**src/rtl/tdt_dtm_apbm_ctrl_if.sv**
```systemverilog
// DMI-to-APB bridge bundle: the DMI request/response handshake and the APB
// master bus, grouped so the controller and its environment share one port.
// The controller takes the master view; the slave view is the environment
// (DMI requester plus APB completer).
interface tdt_dtm_apbm_ctrl_if #(
  parameter int DTM_ABITS = 16
);
  // DMI request side
  logic                 dtm_apbm_wr_vld;
  logic [DTM_ABITS-1:0] dtm_apbm_wr_addr;
  logic [1:0]           dtm_apbm_wr_flg;
  logic [31:0]          dtm_apbm_wdata;
  // DMI completion side
  logic [31:0]          apbm_dtm_rdata;
  logic                 apbm_dtm_wr_ready;
  logic                 apbm_dtm_err;
  // APB bus
  logic [DTM_ABITS+1:0] paddr;
  logic                 psel;
  logic                 penable;
  logic                 pwrite;
  logic [31:0]          pwdata;
  logic [31:0]          prdata;
  logic                 pready;
  logic                 pslverr;

  modport master (
    input  dtm_apbm_wr_vld, dtm_apbm_wr_addr, dtm_apbm_wr_flg, dtm_apbm_wdata,
    output apbm_dtm_rdata, apbm_dtm_wr_ready, apbm_dtm_err,
    output paddr, psel, penable, pwrite, pwdata,
    input  prdata, pready, pslverr
  );

  modport slave (
    output dtm_apbm_wr_vld, dtm_apbm_wr_addr, dtm_apbm_wr_flg, dtm_apbm_wdata,
    input  apbm_dtm_rdata, apbm_dtm_wr_ready, apbm_dtm_err,
    input  paddr, psel, penable, pwrite, pwdata,
    output prdata, pready, pslverr
  );
endinterface

```
**src/rtl/tdt_dtm_apbm_ctrl.sv**
```systemverilog
// DMI-to-APB master controller. Turns a one-cycle DMI request pulse into a
// single APB read or write (SETUP then ACCESS), bounds the ACCESS wait with a
// timeout, and returns a one-cycle completion pulse with data and error flag.
// Every output comes straight from a flop; requests arriving while busy are
// dropped.
module tdt_dtm_apbm_ctrl #(
  parameter int DTM_ABITS      = 16,
  parameter int TIMEOUT_CYCLES = 255
) (
  input logic                  tclk,
  input logic                  trst_b,
  tdt_dtm_apbm_ctrl_if.master  bus
);

  typedef enum logic [1:0] {
    IDLE   = 2'd0,
    SETUP  = 2'd1,
    ACCESS = 2'd2,
    DONE   = 2'd3
  } state_t;

  localparam logic [7:0] WAIT_LAST = 8'(TIMEOUT_CYCLES - 1);

  state_t               state_q, state_nxt;
  logic                 req_accept;
  logic                 access_exit;
  logic                 access_fail;
  logic [7:0]           wait_cnt_q;

  logic [DTM_ABITS+1:0] paddr_q;
  logic                 psel_q;
  logic                 penable_q;
  logic                 pwrite_q;
  logic [31:0]          pwdata_q;
  logic [31:0]          rdata_q;
  logic                 ready_q;
  logic                 err_q;

  // State register.
  // NOTE: sequential state uses non-blocking assignments so every flop samples
  // pre-edge values regardless of block ordering.
  always_ff @(posedge tclk or negedge trst_b) begin
    if (!trst_b) begin
      state_q <= IDLE;
    end else begin
      state_q <= state_nxt;
    end
  end

  // Next state plus the decode flags shared with the datapath.
  // NOTE: every signal gets a default before the case so no latch is inferred.
  always_comb begin
    state_nxt   = state_q;
    req_accept  = 1'b0;
    access_exit = 1'b0;
    access_fail = 1'b0;
    case (state_q)
      IDLE: begin
        if (bus.dtm_apbm_wr_vld &&
            (bus.dtm_apbm_wr_flg == 2'b01 || bus.dtm_apbm_wr_flg == 2'b10)) begin
          req_accept = 1'b1;
          state_nxt  = SETUP;
        end
      end
      SETUP: state_nxt = ACCESS;
      ACCESS: begin
        // pready wins over a timeout landing on the same cycle
        if (bus.pready) begin
          access_exit = 1'b1;
          access_fail = bus.pslverr;
          state_nxt   = DONE;
        end else if (wait_cnt_q == WAIT_LAST) begin
          access_exit = 1'b1;
          access_fail = 1'b1;
          state_nxt   = DONE;
        end
      end
      DONE:    state_nxt = IDLE;
      default: state_nxt = IDLE;
    endcase
  end

  // ACCESS wait counter: cleared on entry, counts cycles without pready.
  // Abort happens at WAIT_LAST, so the 8-bit count never wraps.
  always_ff @(posedge tclk or negedge trst_b) begin
    if (!trst_b) begin
      wait_cnt_q <= 8'd0;
    end else if (state_q == SETUP) begin
      wait_cnt_q <= 8'd0;
    end else if (state_q == ACCESS && !bus.pready && wait_cnt_q != WAIT_LAST) begin
      wait_cnt_q <= wait_cnt_q + 8'd1;
    end
  end

  // APB control strobes, registered from the next state.
  always_ff @(posedge tclk or negedge trst_b) begin
    if (!trst_b) begin
      psel_q    <= 1'b0;
      penable_q <= 1'b0;
    end else begin
      psel_q    <= (state_nxt == SETUP) || (state_nxt == ACCESS);
      penable_q <= (state_nxt == ACCESS);
    end
  end

  // Request fields latch only on acceptance and hold for the whole transfer.
  always_ff @(posedge tclk or negedge trst_b) begin
    if (!trst_b) begin
      paddr_q  <= '0;
      pwrite_q <= 1'b0;
      pwdata_q <= '0;
    end else if (req_accept) begin
      paddr_q  <= {bus.dtm_apbm_wr_addr, 2'b00};
      pwrite_q <= bus.dtm_apbm_wr_flg[1];
      pwdata_q <= bus.dtm_apbm_wr_flg[1] ? bus.dtm_apbm_wdata : 32'd0;
    end
  end

  // Completion: one-cycle ready/err pulse; rdata holds until the next completion.
  always_ff @(posedge tclk or negedge trst_b) begin
    if (!trst_b) begin
      ready_q <= 1'b0;
      err_q   <= 1'b0;
      rdata_q <= '0;
    end else begin
      ready_q <= (state_nxt == DONE);
      err_q   <= access_exit && access_fail;
      if (access_exit) begin
        if (access_fail) begin
          rdata_q <= 32'd0;
        end else if (!pwrite_q) begin
          rdata_q <= bus.prdata;
        end
      end
    end
  end

  assign bus.paddr             = paddr_q;
  assign bus.psel              = psel_q;
  assign bus.penable           = penable_q;
  assign bus.pwrite            = pwrite_q;
  assign bus.pwdata            = pwdata_q;
  assign bus.apbm_dtm_rdata    = rdata_q;
  assign bus.apbm_dtm_wr_ready = ready_q;
  assign bus.apbm_dtm_err      = err_q;

endmodule

```
**src/flat_wrapper.sv**
```systemverilog
// flat-port wrapper written by rule: the top's interface ports become plain ports
module tdt_dtm_apbm_ctrl_flat 
#(
  parameter int DTM_ABITS      = 16,
  parameter int TIMEOUT_CYCLES = 255
)
  (tclk, trst_b, bus_dtm_apbm_wr_vld, bus_dtm_apbm_wr_addr, bus_dtm_apbm_wr_flg, bus_dtm_apbm_wdata, bus_apbm_dtm_rdata, bus_apbm_dtm_wr_ready, bus_apbm_dtm_err, bus_paddr, bus_psel, bus_penable, bus_pwrite, bus_pwdata, bus_prdata, bus_pready, bus_pslverr);
  tdt_dtm_apbm_ctrl_if #(.DTM_ABITS(DTM_ABITS)) bus_i ();
  input logic tclk;
  input logic trst_b;
  input wire logic [$bits(bus_i.dtm_apbm_wr_vld)-1:0] bus_dtm_apbm_wr_vld;
  input wire logic [$bits(bus_i.dtm_apbm_wr_addr)-1:0] bus_dtm_apbm_wr_addr;
  input wire logic [$bits(bus_i.dtm_apbm_wr_flg)-1:0] bus_dtm_apbm_wr_flg;
  input wire logic [$bits(bus_i.dtm_apbm_wdata)-1:0] bus_dtm_apbm_wdata;
  output wire logic [$bits(bus_i.apbm_dtm_rdata)-1:0] bus_apbm_dtm_rdata;
  output wire logic [$bits(bus_i.apbm_dtm_wr_ready)-1:0] bus_apbm_dtm_wr_ready;
  output wire logic [$bits(bus_i.apbm_dtm_err)-1:0] bus_apbm_dtm_err;
  output wire logic [$bits(bus_i.paddr)-1:0] bus_paddr;
  output wire logic [$bits(bus_i.psel)-1:0] bus_psel;
  output wire logic [$bits(bus_i.penable)-1:0] bus_penable;
  output wire logic [$bits(bus_i.pwrite)-1:0] bus_pwrite;
  output wire logic [$bits(bus_i.pwdata)-1:0] bus_pwdata;
  input wire logic [$bits(bus_i.prdata)-1:0] bus_prdata;
  input wire logic [$bits(bus_i.pready)-1:0] bus_pready;
  input wire logic [$bits(bus_i.pslverr)-1:0] bus_pslverr;
  assign bus_i.dtm_apbm_wr_vld = bus_dtm_apbm_wr_vld;
  assign bus_i.dtm_apbm_wr_addr = bus_dtm_apbm_wr_addr;
  assign bus_i.dtm_apbm_wr_flg = bus_dtm_apbm_wr_flg;
  assign bus_i.dtm_apbm_wdata = bus_dtm_apbm_wdata;
  assign bus_apbm_dtm_rdata = bus_i.apbm_dtm_rdata;
  assign bus_apbm_dtm_wr_ready = bus_i.apbm_dtm_wr_ready;
  assign bus_apbm_dtm_err = bus_i.apbm_dtm_err;
  assign bus_paddr = bus_i.paddr;
  assign bus_psel = bus_i.psel;
  assign bus_penable = bus_i.penable;
  assign bus_pwrite = bus_i.pwrite;
  assign bus_pwdata = bus_i.pwdata;
  assign bus_i.prdata = bus_prdata;
  assign bus_i.pready = bus_pready;
  assign bus_i.pslverr = bus_pslverr;
  tdt_dtm_apbm_ctrl #(.DTM_ABITS(DTM_ABITS), .TIMEOUT_CYCLES(TIMEOUT_CYCLES)) u_core (.tclk(tclk), .trst_b(trst_b), .bus(bus_i));
endmodule
```
**config.mk**
```make
export PLATFORM = sky130hd
export DESIGN_NAME = tdt_dtm_apbm_ctrl_flat
export DESIGN_NICKNAME = d
export VERILOG_FILES = /design/src/rtl/tdt_dtm_apbm_ctrl_if.sv /design/src/rtl/tdt_dtm_apbm_ctrl.sv /design/src/flat_wrapper.sv
export SDC_FILE = /design/constraint.sdc
export NUM_CORES = 1
export LEC_CHECK = 0
export ABC_AREA = 0
export CORE_MARGIN = 1.5
export CORE_UTILIZATION = 28
export CTS_CLUSTER_DIAMETER = 150
export DETAILED_ROUTE_END_ITERATION = 7
export GPL_TIMING_DRIVEN = 0
export PLACE_DENSITY = 0.57
export SLEW_MARGIN = 25
export SYNTH_ARGS = -nofsm -noshare
export SYNTH_HDL_FRONTEND = slang
export SYNTH_SLANG_ARGS = --single-unit
```
**constraint.sdc**
```tcl
create_clock -name tclk -period 2.05 [get_ports tclk]
set_input_delay 0.205 -clock tclk [delete_from_list [all_inputs] [get_ports tclk]]
set_output_delay 0.205 -clock tclk [all_outputs]
set_load 0.01 [all_outputs]
```
Word level (Yosys, flattened, before mapping)
Cells that the tools add are included.

Multiplexer cells: 16. Reductions and logical operators: 10. Add/sub/neg operators: 1. Equal/unequal tests: 11.

Operators with widths (number): $mux 32 (3); $mux 8 (2); $eq 2x2->1 const B (5); $add 8x1->8 const B (1); $eq 8x8->1 const B (1); $ne 8x8->1 const B (1); $pmux 2 s4 (1); $mux 1 (7); $eq 2x1->1 const B (3); $mux 2 (3); $logic_and 1x1->1 (4); $logic_not 2->1 (1); $logic_or 1x1->1 (2); $ne 2x1->1 const B (1); $reduce_and 2->1 (1); $reduce_bool 2->1 (1); $logic_not 1->1 (1).

Output and inout bits: 87. Input port bits: 87. Register bits: 95. Word-level logic and storage cells: 48.

Depth between registers and ports, before layout
Gate-level depths: netlist (run 1).

Word-level depth: 7. Gate-level depth with buffers: 8. Gate-level depth less buffers: 6.

Worst setup path before layout (run 1)
OpenSTA, ideal clock, no wires.

Kind: reg-to-reg. Start point: reg u_core.wait_cnt_q[0]. End point: reg u_core.psel_q, in the netlist u_core.bus.psel. Slack: 161 ps. Data required time: 1924 ps. Arrival: 1763 ps. Library setup time: 126 ps. Stages on the path, launching flop included: 8. Path through: dfrtp_1 inv_1 ha_1 and3_1 buf_2 a2111oi_0 nor3_1 ha_1.

Word-level cells in the longest chain between the ends: 6. Elaborated cells between the ends (all ways): 7.

Ends and longest elaborated chain: from (decl) (line tdt_dtm_apbm_ctrl.sv:28) `logic [7:0] wait_cnt_q;`; from (signal assigned) (line tdt_dtm_apbm_ctrl.sv:91) `wait_cnt_q <= wait_cnt_q + 8'd1;`; $eq 8x8->1 * (line tdt_dtm_apbm_ctrl.sv:72) `end else if (wait_cnt_q == WAIT_LAST) begin`; $mux 2 * (line tdt_dtm_apbm_ctrl.sv:72); $mux 2 * (line tdt_dtm_apbm_ctrl.sv:68) `if (bus.pready) begin`; $pmux 2 s4 * (line tdt_dtm_apbm_ctrl.sv:57) `case (state_q)`; $eq 2x1->1 / $eq 2x2->1 (equally long branches) (line tdt_dtm_apbm_ctrl.sv:101) `psel_q <= (state_nxt == SETUP) || (state_nxt == ACCESS);`; $logic_or 1x1->1 * (line tdt_dtm_apbm_ctrl.sv:101); to (signal assigned) (line tdt_dtm_apbm_ctrl.sv:101); to (decl) (line tdt_dtm_apbm_ctrl.sv:31) `logic psel_q;`.

Every way passes the cells marked *; elsewhere a longest branch is shown, timed or not. A chain may end at the register's enable or synchronous reset.

Worst setup path after layout (run 1)
Start point: reg u_core.state_q[0]. End point: reg u_core.wait_cnt_q[7].

Word-level cells in the longest chain between the ends: 4. Elaborated cells between the ends (all ways): 6.

Ends and longest elaborated chain: from (decl) (line tdt_dtm_apbm_ctrl.sv:24) `state_t state_q, state_nxt;`; from (signal assigned) (line tdt_dtm_apbm_ctrl.sv:46) `state_q <= state_nxt;`; $eq 2x2->1 (line tdt_dtm_apbm_ctrl.sv:90) `end else if (state_q == ACCESS && !bus.pready && wait_cnt_q != WAIT_LAST) begin`; $logic_and 1x1->1 (2 in a row) (line tdt_dtm_apbm_ctrl.sv:90); $reduce_bool 2->1 (no source line).

Parallel ways exist; a longest one is shown, timed or not.

==> results_dict.tcl, run 1 <==
set metrics [dict create \
    critPathMaxFanout 5 \
    crit_chain "inv_1, ha_1, nand4_1, or3_1, or3_1, a21oi_1" \
    gr-usage-all-layers_pct 14.4 \
    gp_congestion 0.749 \
    path_common_cell "or3_1" \
    max_cap_viol_count 0 \
    drive_above_1_share_pct 9.98 \
    drt.antenna.violating_nets 0 \
    status "finished clean" \
    rsz0062_at_grt "no" \
    clockBufferDepth 2 \
    synthToLayoutAreaGrowth_pct 61.2 \
    die_w_um 119 \
    cts.sinks 95 \
    synth_area_per_cell_um2 11.7 \
    fin_ws_ns 0.114 \
    core_mm2 0.0132 \
    drt_pass1_iterations 4 \
    slew_viol_final 0 \
    async_flop_share_pct 100 \
    synth_warnings 0 \
    timing.final.crit_period_ns 1.94 \
    clock-root-buffer "clkbuf_16" \
    std_cell_rows 42 \
    path_clk_slew_ns 0.06 \
    grt_pass1_wl_um 16100 \
    grt_pass1_vias 3220 \
    slowest_delay_ns 0.42 \
    wl_per_cell_um 14.4 \
    endpoint_kind "register" \
    drc 0 \
    numCtsBuffers 9 \
    avgViaCountPerCell 4.54 \
    clk_latency_ns 0.34 \
    antenna_found_initial 0 \
    fin_util_pct 46.2 \
    synth.area.top_cells "dfrtp_1 63%, a22o_1 7.4%, nand2_1 6.9%, mux2_2 5.1%, o21ai_0 4.5%" \
    synth-main-ff-cell "dfrtp_1" \
    cts_tree "done" \
    max_freq_ghz 0.517 \
    drt_iter0_drc 115 \
    layout_commonest_cell "clkdlybuf4s50_1" \
    ios 174 \
    h-tree-depth 3 \
    fin_worst_skew_ns 0.00693 \
    post_cts_buffers 0 \
    crit_arrival_ns 2.20 \
    finalSetupViolations 0 \
    powerDensity_mw_per_mm2 1290 \
    critPathKind "reg -> reg" \
    netlist_area_mm2 0.00378 \
    min_path_type "in -> reg" \
    place_inst 671 \
    hold_viol 0 \
    via_count 3117 \
    synth_edf_count 0 \
    r2r_slack_ns 0.11 \
    wirelength_um 9890 \
    ir_worst_vdd_mv 0.511 \
    yosysUniqueCellTypes 34 \
    place_ws_ns -0.133 \
    yosysTopAreaCell "dfrtp_1" \
    layout_worst_path_cycle_share_pct 94.4 \
    setup_tns_ns 0 \
    start_util_pct 28.7 \
    crit_slowest_cell "dfrtp_1" \
    synth_top_cell_area_share_pct 62.9 \
    grt.overflow.total 0 \
    numPortBuffers 169 \
    netlist_instances 324 \
    required_ns 2.31 \
    yosys_register_bits 95 \
    grt_max_degree 52 \
    die_area_mm2 0.0142 \
    stdcell_count 687 \
    seq_area_frac_synth_pct 62.9 \
    fin_nets 601 \
    power.leakage_nw 2.64 \
    startpoint_type "register" \
    die_h_um 119 \
    n_antenna_cell 0 \
    dp_hpwl_um 7270 \
    final_cell_mix "168 x clkdlybuf4s50_1, 95 x dfrtp_1, 69 x nand2_1, 34 x o21ai_0, 32 x a22o_1" \
]
## power by group
group | total (mW) | leakage (nW) | internal [mW] | switching, mW
logic | 3.05 | 1.24 | 1.79 | 1.27
registers | 2.98 | 1.24 | 2.58 | 0.401
clock network | 1.83 | 0.165 | 1.16 | 0.672
total | 7.87 | 2.64 | 5.53 | 2.34
## synth_stat cells, types with 2 or more instances
master,instances
inv_1,4
xnor2_1,3
nor3_1,2
a21oi_1,7
buf_2,8
a22o_1,32
dfrtp_1,95
buf_4,2
clkbuf_1,12
mux2_2,17
or3_1,4
nor2_1,4
ha_1,7
nand2_1,69
or4_1,2
a211oi_1,2
nand3b_1,2
o21ai_0,34
o31ai_1,2
nand3_1,2
## critical path: cells and delay by family (launching register included)
kind / cells / cell delay, ns
compound gates: 1 / 0.14
fa+ha+maj: 1 / 0.27
buf+inv: 1 / 0.12
flops: 1 / 0.42
simple gates: 3 / 0.90
## registers in the layout, indices dropped and copies added, names as in the netlist
register	count
u_core.wait_cnt_q	8
u_core.bus.pwdata	32
u_core.bus.paddr	16
u_core.bus.apbm_dtm_rdata	32
u_core.bus.psel	1
u_core.bus.pwrite	1
u_core.state_q	2
u_core.bus.apbm_dtm_wr_ready	1
u_core.bus.apbm_dtm_err	1
u_core.bus.penable	1
## through the flow
step,hold WS [ns],power (mW),instance area (µm²)
global route,0.232,8.38,6090
finish,0.212,7.87,6090
floorplan,-0.0906,4.21,3780
CTS,0.196,7.98,6080
global placement,0.463,6.00,5700
detailed placement,0.165,6.06,5720
## cell type report
class | count | area (µm²)
fillers | 1252 | 7100
flip-flops and latches | 95 | 2380
repair buffers | 171 | 1730
multi-input cells | 202 | 1300
clock buffers | 12 | 267
well taps | 176 | 220
plain buffers | 24 | 123
clock inverters | 3 | 65.1
inverters | 4 | 15.0
## final timing paths
check / from / endpoint / cells after the start
worst max-delay path: u_core.state_q[0] / u_core.wait_cnt_q[7] / 6
worst min-delay path: bus_dtm_apbm_wr_flg[1] / u_core.bus.pwdata[31] / 3
worst max register to register: u_core.state_q[0] / u_core.wait_cnt_q[7] / 6
worst min register to register: u_core.bus.pwdata[23] / u_core.bus.pwdata[23] / 2
min in group asynchronous: trst_b / u_core.bus.apbm_dtm_rdata[20] / 2
max in group asynchronous: trst_b / u_core.bus.pwdata[3] / 3
## routing by layer
layer / global-route usage [%] / vias up / share of wire [%]
met3: 4.98 / 13 / 9.2
met4: 6.55 / 0 / 2.0
met5: 0 / - / 0
met2: 22.6 / 127 / 46
li1: - / 1485 / -
met1: 17.9 / 1492 / 43
## timing repair
| item | CTS | global route |
|---|---|---|
| endpoints found under the setup margin | 21 | 31 |
| gates resized for setup | 4 | 5 |
| endpoints found under the hold margin | 44 | 0 |
| hold buffers | 1 | 0 |
## cells by family (layout without fill, tap and decap cells)
group / Yosys count / count (layout) / synth area share, %
buffers and inverters: 28 / 214 / 3.44
and+or+nand+nor: 92 / 92 / 10.8
adders and majority gates: 7 / 7 / 2.32
other: 1 / 2 / 0.0992
AOI/OAI and AO/OA: 80 / 80 / 14.5
muxes: 17 / 17 / 5.06
DFF: 95 / 95 / 62.9
xor gates and xnor gates: 4 / 4 / 0.927
Power figures use the tool's default switching activity.
==> inputs of run 2 (changes only) <==
--- a/config.mk
+++ b/config.mk
@@ -12,7 +12,7 @@
 export DETAILED_ROUTE_END_ITERATION = 7
 export GPL_TIMING_DRIVEN = 0
 export PLACE_DENSITY = 0.57
-export SLEW_MARGIN = 25
+export SLEW_MARGIN = 0
 export SYNTH_ARGS = -nofsm -noshare
 export SYNTH_HDL_FRONTEND = slang
 export SYNTH_SLANG_ARGS = --single-unit
==> run 2 against run 1 <==
Effect of this change:
- largest cell class unchanged
- count of clock-buffer cells in the layout is 1 lower
- clock power decreased by 4%
- critical path depth increased by 1
- routed wire length up 0.22%
- via count about the same
- combinational power hardly changed
==> results_dict.tcl, run 2 (synthesis results as in run 1) <==
set metrics [dict create \
    wl_per_cell_um 14.4 \
    power.leakage_nw 2.63 \
    n_antenna_cell 0 \
    min_path_type "in -> reg" \
    start_util_pct 28.7 \
    cts.sinks 95 \
    die_area_mm2 0.0142 \
    powerDensity_mw_per_mm2 1280 \
    numPortBuffers 169 \
    max_cap_viol_count 0 \
    status "finished clean" \
    clk_latency_ns 0.34 \
    path_clk_slew_ns 0.06 \
    layout_commonest_cell "clkdlybuf4s50_1" \
    drc 0 \
    layout_worst_path_cycle_share_pct 94.3 \
    crit_arrival_ns 2.16 \
    avgViaCountPerCell 4.54 \
    drive_above_1_share_pct 9.98 \
    die_h_um 119 \
    drt.antenna.violating_nets 0 \
    fin_nets 601 \
    dp_hpwl_um 7260 \
    ir_worst_vdd_mv 0.533 \
    post_cts_buffers 0 \
    antenna_found_initial 0 \
    grt.overflow.total 0 \
    max_freq_ghz 0.517 \
    design_area_mm2 0.00608 \
    grt_max_degree 52 \
    cts_tree "done" \
    startpoint_type "register" \
    clockBufferDepth 2 \
    gr-usage-all-layers_pct 14.5 \
    tightest_slew_ns 0.615 \
    required_ns 2.28 \
    timing.final.crit_period_ns 1.93 \
    via_count 3116 \
    die_w_um 119 \
    synthToLayoutAreaGrowth_pct 60.8 \
    endpoint_kind "register" \
    ios 174 \
    fin_worst_skew_ns 0.00518 \
    grt_pass1_vias 3206 \
    place_inst 671 \
    h-tree-depth 3 \
    rsz0062_at_grt "no" \
    numCtsBuffers 9 \
    gp_congestion 0.749 \
    wirelength_um 9910 \
    drt_pass1_iterations 4 \
    core_mm2 0.0132 \
    std_cell_rows 42 \
    finalSetupViolations 0 \
    hold_viol 0 \
    slew_headroom_pct 59.0 \
    critPathKind "reg -> reg" \
    slew_viol_final 0 \
    clock-root-buffer "clkbuf_16" \
    drt_iter0_drc 102 \
    placed_area_mm2 0.00572 \
    stdcell_count 687 \
    critPathMaxFanout 6 \
    grt_pass1_wl_um 16200 \
    final_cell_mix "168 x clkdlybuf4s50_1, 95 x dfrtp_1, 69 x nand2_1, 34 x o21ai_0, 32 x a22o_1" \
]
run 2: cell types whose count changed in the layout (fill, tap and decap cells not counted):
cell,previous run,this run
clkbuf_8,3,1
clkbuf_2,1,0
buf_6,2,1
buf_2,7,6
clkbuf_1,10,11
ha_1,7,6
clkinv_2,1,2
buf_4,2,3
clkbuf_4,2,4
ha_2,0,1
run 2: path summary, 6_finish.rpt:
check                                            start                             to  slack, ns  cells past startpoint
worst max-delay path              u_core.wait_cnt_q[0]                u_core.bus.psel       0.12                      7
worst min-delay path            bus_dtm_apbm_wr_flg[1]          u_core.bus.pwdata[31]       0.21                      3
worst max register to register    u_core.wait_cnt_q[0]                u_core.bus.psel       0.12                      7
worst min register to register   u_core.bus.pwdata[20]          u_core.bus.pwdata[20]       0.48                      2
max in group asynchronous                       trst_b          u_core.bus.pwdata[18]       0.96                      3
min in group asynchronous                       trst_b  u_core.bus.apbm_dtm_rdata[20]       0.41                      2
run 2: through the flow:
| step | hold WS, ns | util, % | TNS, ns | power, mW | worst slack (ns) |
|---|---|---|---|---|---|
| floorplan | -0.0906 | - | 0 | 4.21 | 0.161 |
| global placement | 0.463 | 43.2 | -267.65 | 6.00 | -2.82 |
| detailed placement | 0.257 | 43.4 | -2.33 | 6.06 | -0.139 |
| CTS | 0.195 | 45.9 | 0 | 7.92 | 0.0992 |
| global route | 0.227 | 46.1 | 0 | 8.32 | 0.0109 |
| finish | 0.208 | 46.1 | 0 | 7.80 | 0.116 |
run 2: timing repair:
action / 4_1_cts / 5_1_grt
pin swaps: 0 / 1
endpoints found under the setup margin: 22 / 28
hold endpoints to repair: 44 / 0
hold buffers: 1 / 0
resized for setup: 5 / 8
run 2: worst max-delay path, stage by stage (launching register included):
cell and delay (ns):
dfrtp_1 0.41, inv_1 0.06, ha_1 0.19, and3_1 0.13
buf_2 0.16, a2111oi_2 0.45, nor3_1 0.14, ha_1 0.29
run 2: power breakdown:
group	switching [mW]	internal [mW]
Sequential	0.406	2.58
Clock	0.671	1.09
Combinational	1.26	1.79
Total	2.34	5.47
run 2: area by class of cell:
cell class              instances  area (µm²)
well taps                     176         220
repair buffers                171        1730
multi-input cells             202        1300
clock buffers                  11         243
inverters                       4        15.0
flip-flops and latches         95        2380
plain buffers                  24         128
clock inverters                 4        70.1
fillers                      1242        7110
run 2: per-layer routing:
layer  GRT usage, %  routed length (µm)
met4           6.78                 185
met5              0                   0
met2           22.4                4420
met3           5.08                 819
met1           18.3                4480
